==> src/rtl/stopwatch_display.sv <==
// Stopwatch display front end.
// Periodically snapshots the stopwatch time (hh:mm:ss.cc), checks that the
// snapshot is coherent with the live counter, converts each field to BCD with
// a sequential shift-add-3 engine and drives eight registered, active-low
// seven-segment digits. A lap pulse toggles a freeze that holds the digits
// while refreshes keep running in the background.
module stopwatch_display #(
    parameter int REFRESH_DIV = 500000
) (
    input  logic        clock,
    input  logic        reset,
    input  logic [17:0] epoch,
    input  logic [7:0]  m_epoch,
    input  logic        lap,
    output logic [6:0]  hex7,
    output logic [6:0]  hex6,
    output logic [6:0]  hex5,
    output logic [6:0]  hex4,
    output logic [6:0]  hex3,
    output logic [6:0]  hex2,
    output logic [6:0]  hex1,
    output logic [6:0]  hex0,
    output logic        busy,
    output logic        frozen
);

    localparam int DIV_W = (REFRESH_DIV > 1) ? $clog2(REFRESH_DIV) : 1;
    localparam logic [DIV_W-1:0] DIV_LAST = DIV_W'(REFRESH_DIV - 1);

    // Segment pattern of the digit 0; also the power-on / reset display.
    localparam logic [6:0] SEG_ZERO = 7'h40;

    typedef enum logic [2:0] {
        IDLE,
        SAMPLE,
        CHECK,
        CONVERT,
        COMMIT
    } state_t;

    state_t state_reg;
    state_t state_next;

    // Active-low segment patterns, bit6 = g ... bit0 = a.
    function automatic logic [6:0] seg_encode(input logic [3:0] digit);
        logic [6:0] seg;
        case (digit)
            4'd0:    seg = 7'h40;
            4'd1:    seg = 7'h79;
            4'd2:    seg = 7'h24;
            4'd3:    seg = 7'h30;
            4'd4:    seg = 7'h19;
            4'd5:    seg = 7'h12;
            4'd6:    seg = 7'h02;
            4'd7:    seg = 7'h78;
            4'd8:    seg = 7'h00;
            4'd9:    seg = 7'h10;
            default: seg = 7'h7F;   // blank; unreachable with saturated BCD
        endcase
        return seg;
    endfunction

    // ------------------------------------------------------------------
    // Refresh divider
    // ------------------------------------------------------------------
    logic [DIV_W-1:0] div_cnt_reg;
    logic             tick;

    assign tick = (div_cnt_reg == DIV_LAST);

    // Free-running refresh divider, wraps after REFRESH_DIV-1.
    always_ff @(posedge clock or posedge reset) begin
        if (reset) begin
            div_cnt_reg <= '0;
        end else if (tick) begin
            div_cnt_reg <= '0;
        end else begin
            div_cnt_reg <= div_cnt_reg + 1'b1;
        end
    end

    // ------------------------------------------------------------------
    // Lap freeze
    // ------------------------------------------------------------------
    logic frozen_reg;

    // Each lap pulse flips the freeze; the commit gate sees the old value.
    always_ff @(posedge clock or posedge reset) begin
        if (reset) begin
            frozen_reg <= 1'b0;
        end else if (lap) begin
            frozen_reg <= ~frozen_reg;
        end
    end

    assign frozen = frozen_reg;

    // ------------------------------------------------------------------
    // Snapshot and coherence check
    // ------------------------------------------------------------------
    logic [25:0] live_time;
    logic [25:0] snap_reg;
    logic        snap_match;
    logic        snap_load;
    logic        commit_en;
    logic        conv_last;

    assign live_time  = {epoch, m_epoch};
    assign snap_match = (snap_reg == live_time);

    // Snapshot is taken on the tick edge (so it is stable throughout SAMPLE)
    // and retaken on every CHECK cycle that finds the live time has moved.
    always_ff @(posedge clock or posedge reset) begin
        if (reset) begin
            snap_reg <= '0;
        end else if (snap_load) begin
            snap_reg <= live_time;
        end
    end

    // ------------------------------------------------------------------
    // Control FSM
    // ------------------------------------------------------------------

    // State register.
    always_ff @(posedge clock or posedge reset) begin
        if (reset) begin
            state_reg <= IDLE;
        end else begin
            state_reg <= state_next;
        end
    end

    // Next-state and control decode; ticks outside IDLE are simply ignored.
    always_comb begin
        state_next = state_reg;
        snap_load  = 1'b0;
        commit_en  = 1'b0;
        busy       = 1'b1;
        case (state_reg)
            IDLE: begin
                busy = 1'b0;
                if (tick) begin
                    snap_load  = 1'b1;
                    state_next = SAMPLE;
                end
            end
            SAMPLE: begin
                state_next = CHECK;
            end
            CHECK: begin
                if (snap_match) begin
                    state_next = CONVERT;
                end else begin
                    snap_load = 1'b1;
                end
            end
            CONVERT: begin
                if (conv_last) begin
                    state_next = COMMIT;
                end
            end
            COMMIT: begin
                commit_en  = ~frozen_reg;
                state_next = IDLE;
            end
            default: begin
                busy       = 1'b0;
                state_next = IDLE;
            end
        endcase
    end

    // ------------------------------------------------------------------
    // Sequential binary-to-BCD (shift-add-3), 8 cycles per field
    // ------------------------------------------------------------------
    logic [1:0]  field_reg;   // 0 hour, 1 minute, 2 second, 3 centisecond
    logic [2:0]  bit_reg;     // shift step within the current field
    logic [7:0]  bin_reg;
    logic [7:0]  bcd_reg;
    logic [7:0]  field_raw;
    logic [7:0]  field_sat;
    logic [7:0]  bin_cur;
    logic [7:0]  bcd_cur;
    logic [7:0]  bcd_adj;
    logic [15:0] dd_shift;
    logic [7:0]  bcd_shift;
    logic [7:0]  bin_shift;

    assign conv_last = (field_reg == 2'd3) && (bit_reg == 3'd7);

    // One shift-add-3 step; the first step of a field loads the saturated
    // field value instead of the running shift register.
    always_comb begin
        field_raw = 8'd0;
        case (field_reg)
            2'd0:    field_raw = {2'b00, snap_reg[25:20]};
            2'd1:    field_raw = {2'b00, snap_reg[19:14]};
            2'd2:    field_raw = {2'b00, snap_reg[13:8]};
            default: field_raw = snap_reg[7:0];
        endcase
        // Two digits per field: anything above 99 is clamped to 99.
        field_sat = (field_raw > 8'd99) ? 8'd99 : field_raw;

        bin_cur = (bit_reg == 3'd0) ? field_sat : bin_reg;
        bcd_cur = (bit_reg == 3'd0) ? 8'd0      : bcd_reg;

        bcd_adj[7:4] = (bcd_cur[7:4] >= 4'd5) ? bcd_cur[7:4] + 4'd3 : bcd_cur[7:4];
        bcd_adj[3:0] = (bcd_cur[3:0] >= 4'd5) ? bcd_cur[3:0] + 4'd3 : bcd_cur[3:0];

        dd_shift  = {bcd_adj, bin_cur} << 1;
        bcd_shift = dd_shift[15:8];
        bin_shift = dd_shift[7:0];
    end

    // Conversion sequencer; counters are parked at zero outside CONVERT so
    // each refresh starts at hour, step 0.
    always_ff @(posedge clock or posedge reset) begin
        if (reset) begin
            field_reg <= '0;
            bit_reg   <= '0;
            bin_reg   <= '0;
            bcd_reg   <= '0;
        end else if (state_reg == CONVERT) begin
            bit_reg <= bit_reg + 1'b1;
            bin_reg <= bin_shift;
            bcd_reg <= bcd_shift;
            if (bit_reg == 3'd7) begin
                field_reg <= field_reg + 1'b1;
            end
        end else begin
            field_reg <= '0;
            bit_reg   <= '0;
        end
    end

    // Converted results, hour in the top byte down to centiseconds at the
    // bottom, so nibble k of conv_bcd is display digit k.
    logic [31:0] conv_bcd;

    genvar gi;
    generate
        for (gi = 0; gi < 4; gi++) begin : g_field
            logic [7:0] result_reg;

            // Latch the field result on its eighth shift step.
            always_ff @(posedge clock or posedge reset) begin
                if (reset) begin
                    result_reg <= '0;
                end else if ((state_reg == CONVERT) && (bit_reg == 3'd7) &&
                             (field_reg == 2'(gi))) begin
                    result_reg <= bcd_shift;
                end
            end

            assign conv_bcd[(3-gi)*8 +: 8] = result_reg;
        end
    endgenerate

    // ------------------------------------------------------------------
    // Registered segment outputs
    // ------------------------------------------------------------------
    logic [55:0] seg_bus;

    generate
        for (gi = 0; gi < 8; gi++) begin : g_digit
            logic [6:0] seg_reg;

            // Digit register, loaded only by an unfrozen COMMIT.
            always_ff @(posedge clock or posedge reset) begin
                if (reset) begin
                    seg_reg <= SEG_ZERO;
                end else if (commit_en) begin
                    seg_reg <= seg_encode(conv_bcd[gi*4 +: 4]);
                end
            end

            assign seg_bus[gi*7 +: 7] = seg_reg;
        end
    endgenerate

    assign hex0 = seg_bus[6:0];
    assign hex1 = seg_bus[13:7];
    assign hex2 = seg_bus[20:14];
    assign hex3 = seg_bus[27:21];
    assign hex4 = seg_bus[34:28];
    assign hex5 = seg_bus[41:35];
    assign hex6 = seg_bus[48:42];
    assign hex7 = seg_bus[55:49];

endmodule

==> config.mk <==
export PLATFORM = sky130hd
export DESIGN_NAME = stopwatch_display
export DESIGN_NICKNAME = d
export VERILOG_FILES = /design/src/rtl/stopwatch_display.sv
export SDC_FILE = /design/constraint.sdc
export NUM_CORES = 1
export LEC_CHECK = 0
export CORE_UTILIZATION = 52
export DETAILED_ROUTE_END_ITERATION = 8
export PLACE_DENSITY = 0.74
export SYNTH_ARGS = -nofsm -noshare
export SYNTH_HDL_FRONTEND = slang
export SYNTH_SLANG_ARGS = --single-unit
export TNS_END_PERCENT = 20
==> constraint.sdc <==
create_clock -name clock -period 6.9 [get_ports clock]
set_input_delay 0.69 -clock clock [delete_from_list [all_inputs] [get_ports clock]]
set_output_delay 0.69 -clock clock [all_outputs]
set_load 0.05 [all_outputs]
==> summary.md <==
| Metric | Value |
|---|---|
| Multi-input gate area | 4041 um^2 |
| Via count | approximately 6,000 |
| Final instance area | between 9000 and 10,000 um^2 |
| Worst reg-to-reg path cell count | 7 |
| Max-slew violations | 0 |
| H-tree levels | 4 |
| Number of flops mapped to enable cells by yosys | 0 |
| Io pins | 87 |
| Gr usage total | 0.2162 |
| Most frequent cells in the layout | dfrtp_1 (149), nand2_1 (130), o21ai_0 (86), clkdlybuf4s50_1 (86), ha_1 (53) |
| Hold crit path type | flop to flop |
| Seq/Total Area, Yosys | 0.4755 |
| CTS Buf Count | 17 |
| Async SR Flop Fraction | 1.000 |
| Worst R2R End | snap_reg[25] |
| Row count | 45 |
| IO Port Bufs | 86 |
| Outcome | completed |
| Final WL | about 16 mm |
| Vias in the first global route | ~5,700 |
| Die width | around 130 um |
| Post-Syn Area per Cell | ~10 um^2 |
| Starting density of the core | 0.5389 |
| Final core occ | 0.6414 |
| WHS Endpoint | bit_reg[0] |
| 1st-pass router iterations | 5 |
| Post-CTS setup buffer count | 0 |
| Initial antenna violation count | 0 |
| Sequential Area | roughly 3900 um^2 |
| Final antenna-violating net count | 0 |
| Critical Path End Type | flop |
| Core Area | 15,370 um^2 |
| Final count of negative-setup-slack endpoints | 0 |
| DR vias/cell | 5.327 |
| Relative slew slack | 0.3196 |
| Synth Cell Area | ~8300 um^2 |
| Reg2reg start | div_cnt_reg[0] |
| Skew final | 0.007039 ns |
| Post-Route M1 WL | roughly 7.8 mm |
| WS Path Type | flop to flop |
| Buf+Inv Stages, Crit Path | 1 |
| DP HPWL | 11.28 mm |
| Die area | around 16,000 um^2 |
| Critical path required time | 7.21 ns |
| Cell count after synthesis | 830 |
| #FFs+latches synth | ~160 |
| RePlAce Congestion | around 0.81 |
| Drt first-iter violations | approximately 360 |
| RSZ-0062 raised after global routing | no |
| # DRC | 0 |
| Avg WL per Cell | 14.46 um |
| Number of gates resized after CTS | 0 |
| Synth Flop Type | dfrtp_1 |
| Critical path depth | 7 |
| WL met3 | 524 um |
| Startpoint types | flop |
| Ys Warns | 0 |
| Fill cells | about 1,300 |
| Post-Syn Nets | slightly above 900 |
| Worst-Skew Late Latency | approximately 0.42 ns |
| Largest net degree at the start of global routing | 110 |
| Register-to-register setup slack | between 3 and 4 ns |
| GRT overflow | 0 |
| Worst Path Arrival | 3.40 ns |
| Die height | ~130 um |
| Metal2 WL | 7.564 mm |
| Clock transition at path regs | ~0.060 ns |
| Fin Setup TNS | 0 ns |
| Hold_sp | bit_reg[0] |
| Area Growth Syn to Fin | 19.02% |
| ANT cells | 0 |
| Commonest non-fill, non-tap cell in the layout | dfrtp_1 |
| CP delay by family, top | compound AO/OA/AOI/OAI gates |
| Fin crit share | 0.4477 |
| Hold Path Cell Cnt | 1 |
| Worst-Margin Slew | around 1 ns |
| Cell variety after synth | 47 |
| CP max stage cell | a2111oi_4 |
| CTS hold repair buffers | 0 |
| Largest register FFs | 32 |
| Max cap viols | 0 |
| Sinks on Clock Net | between 150 and 200 |
| TritonCTS clock tree | done |
| Placed Area | ~9300 um^2 |
| CP max FO | 18 |
| Count of nets after finishing | just under 1,000 |
| Max Freq | approximately 320 MHz |
| Worst path cell trace | ha_1, and4_1, nand4_1, o31a_1, a2111oi_4, buf_4, mux2_2 |
| Minimum clock period | ~3.1 ns |
| Worst ir drop on vdd | between 0.00015 and 0.0002 V |
| Power Dens Cells | ~200 nW/um^2 |
| CTS max path bufs | 2 |
| Highest routed layer | met4 |
| Hold Violations, Final | 0 |
| Share of layout cells above drive strength 1 | 0.09660 |
| First-pass GRT wire length | 27.90 mm |
| Largest stage delay on the critical path | between 0.8 and 0.9 ns |
| CTS Root Cell | clkbuf_16 |
| Leakage power | between 4 and 5 nW |
## layer usage
layer,GRT usage,vias to the layer above
met2,0.3431,127
met1,0.2941,2837
met4,0.08235,0
met5,0,-
li1,-,2991
met3,0.04048,22
## how the worst max path moves through the flow
stage | to | from
floorplan | bcd_reg[0] | reset
global placement | snap_reg[22] | m_epoch[5]
detailed placement | snap_reg[20] | epoch[0]
CTS | snap_reg[20] | div_cnt_reg[0]
global route | snap_reg[23] | div_cnt_reg[0]
finish | snap_reg[25] | div_cnt_reg[0]
## cells by family after synthesis
logic type / Yosys count / synth area share
AOI/OAI and AO/OA: 185 / 0.1349
xor gates and xnor gates: 52 / 0.05498
adders and majority gates: 53 / 0.08005
buffers and inverters: 76 / 0.03670
DFF: 157 / 0.4755
muxes: 50 / 0.07567
and+or+nand+nor: 257 / 0.1423
## per-stage QoR
stage	hold slack (ns)	std cells	worst slack, ns	total power [mW]
floorplan	0.4322	830	1.988	1.012
CTS	0.4683	1122	3.790	1.987
global placement	0.4494	1090	3.675	1.051
finish	0.4607	1122	3.811	1.973
global route	0.4891	1122	3.618	2.037
detailed placement	0.4616	1090	3.593	1.052
## worst reg2reg max path, delay by kind of cell (launching register included)
family	cells	cell delay, ns
AOI/OAI and AO/OA	2	1.14
adders and majority gates	1	0.25
buffers and inverters	1	0.44
DFF	1	0.39
muxes	1	0.38
and+or+nand+nor	2	0.38
## cell usage after synthesis, types with 10 or more instances
cell        n  share of area
dfrtp_1   149           0.45
nand2_1   130          0.059
o21ai_0    86          0.052
ha_1       53          0.080
xnor2_1    45          0.048
nor2_1     44          0.020
inv_1      36          0.016
clkbuf_1   35          0.016
a21oi_1    29          0.018
mux2_2     21          0.029
mux2_4     20          0.036
o22ai_1    18          0.014
nand2b_1   17          0.013
nand3_1    16         0.0097
o31ai_1    14          0.013
nor2b_1    11         0.0083
nand4_1    10         0.0076
## cell type report
| class | count | area share |
|---|---|---|
| repair buffers | 89 | 0.08959 |
| clock buffers | 26 | 0.05165 |
| well taps | 211 | 0.02678 |
| inverters | 36 | 0.01421 |
| flip-flops and latches | 157 | 0.3995 |
| clock inverters | 6 | 0.008376 |
| multi-input cells | 597 | 0.4099 |
## power breakdown
group | leakage [nW] | internal (mW) | switching [mW] | total (mW)
clock | 0.290 | 0.579 | 0.359 | 0.938
sequential | 2.08 | 0.932 | 0.0140 | 0.946
combinational | 1.94 | 0.0433 | 0.0455 | 0.0887
Note: power is estimated with default switching activity, not from simulation.
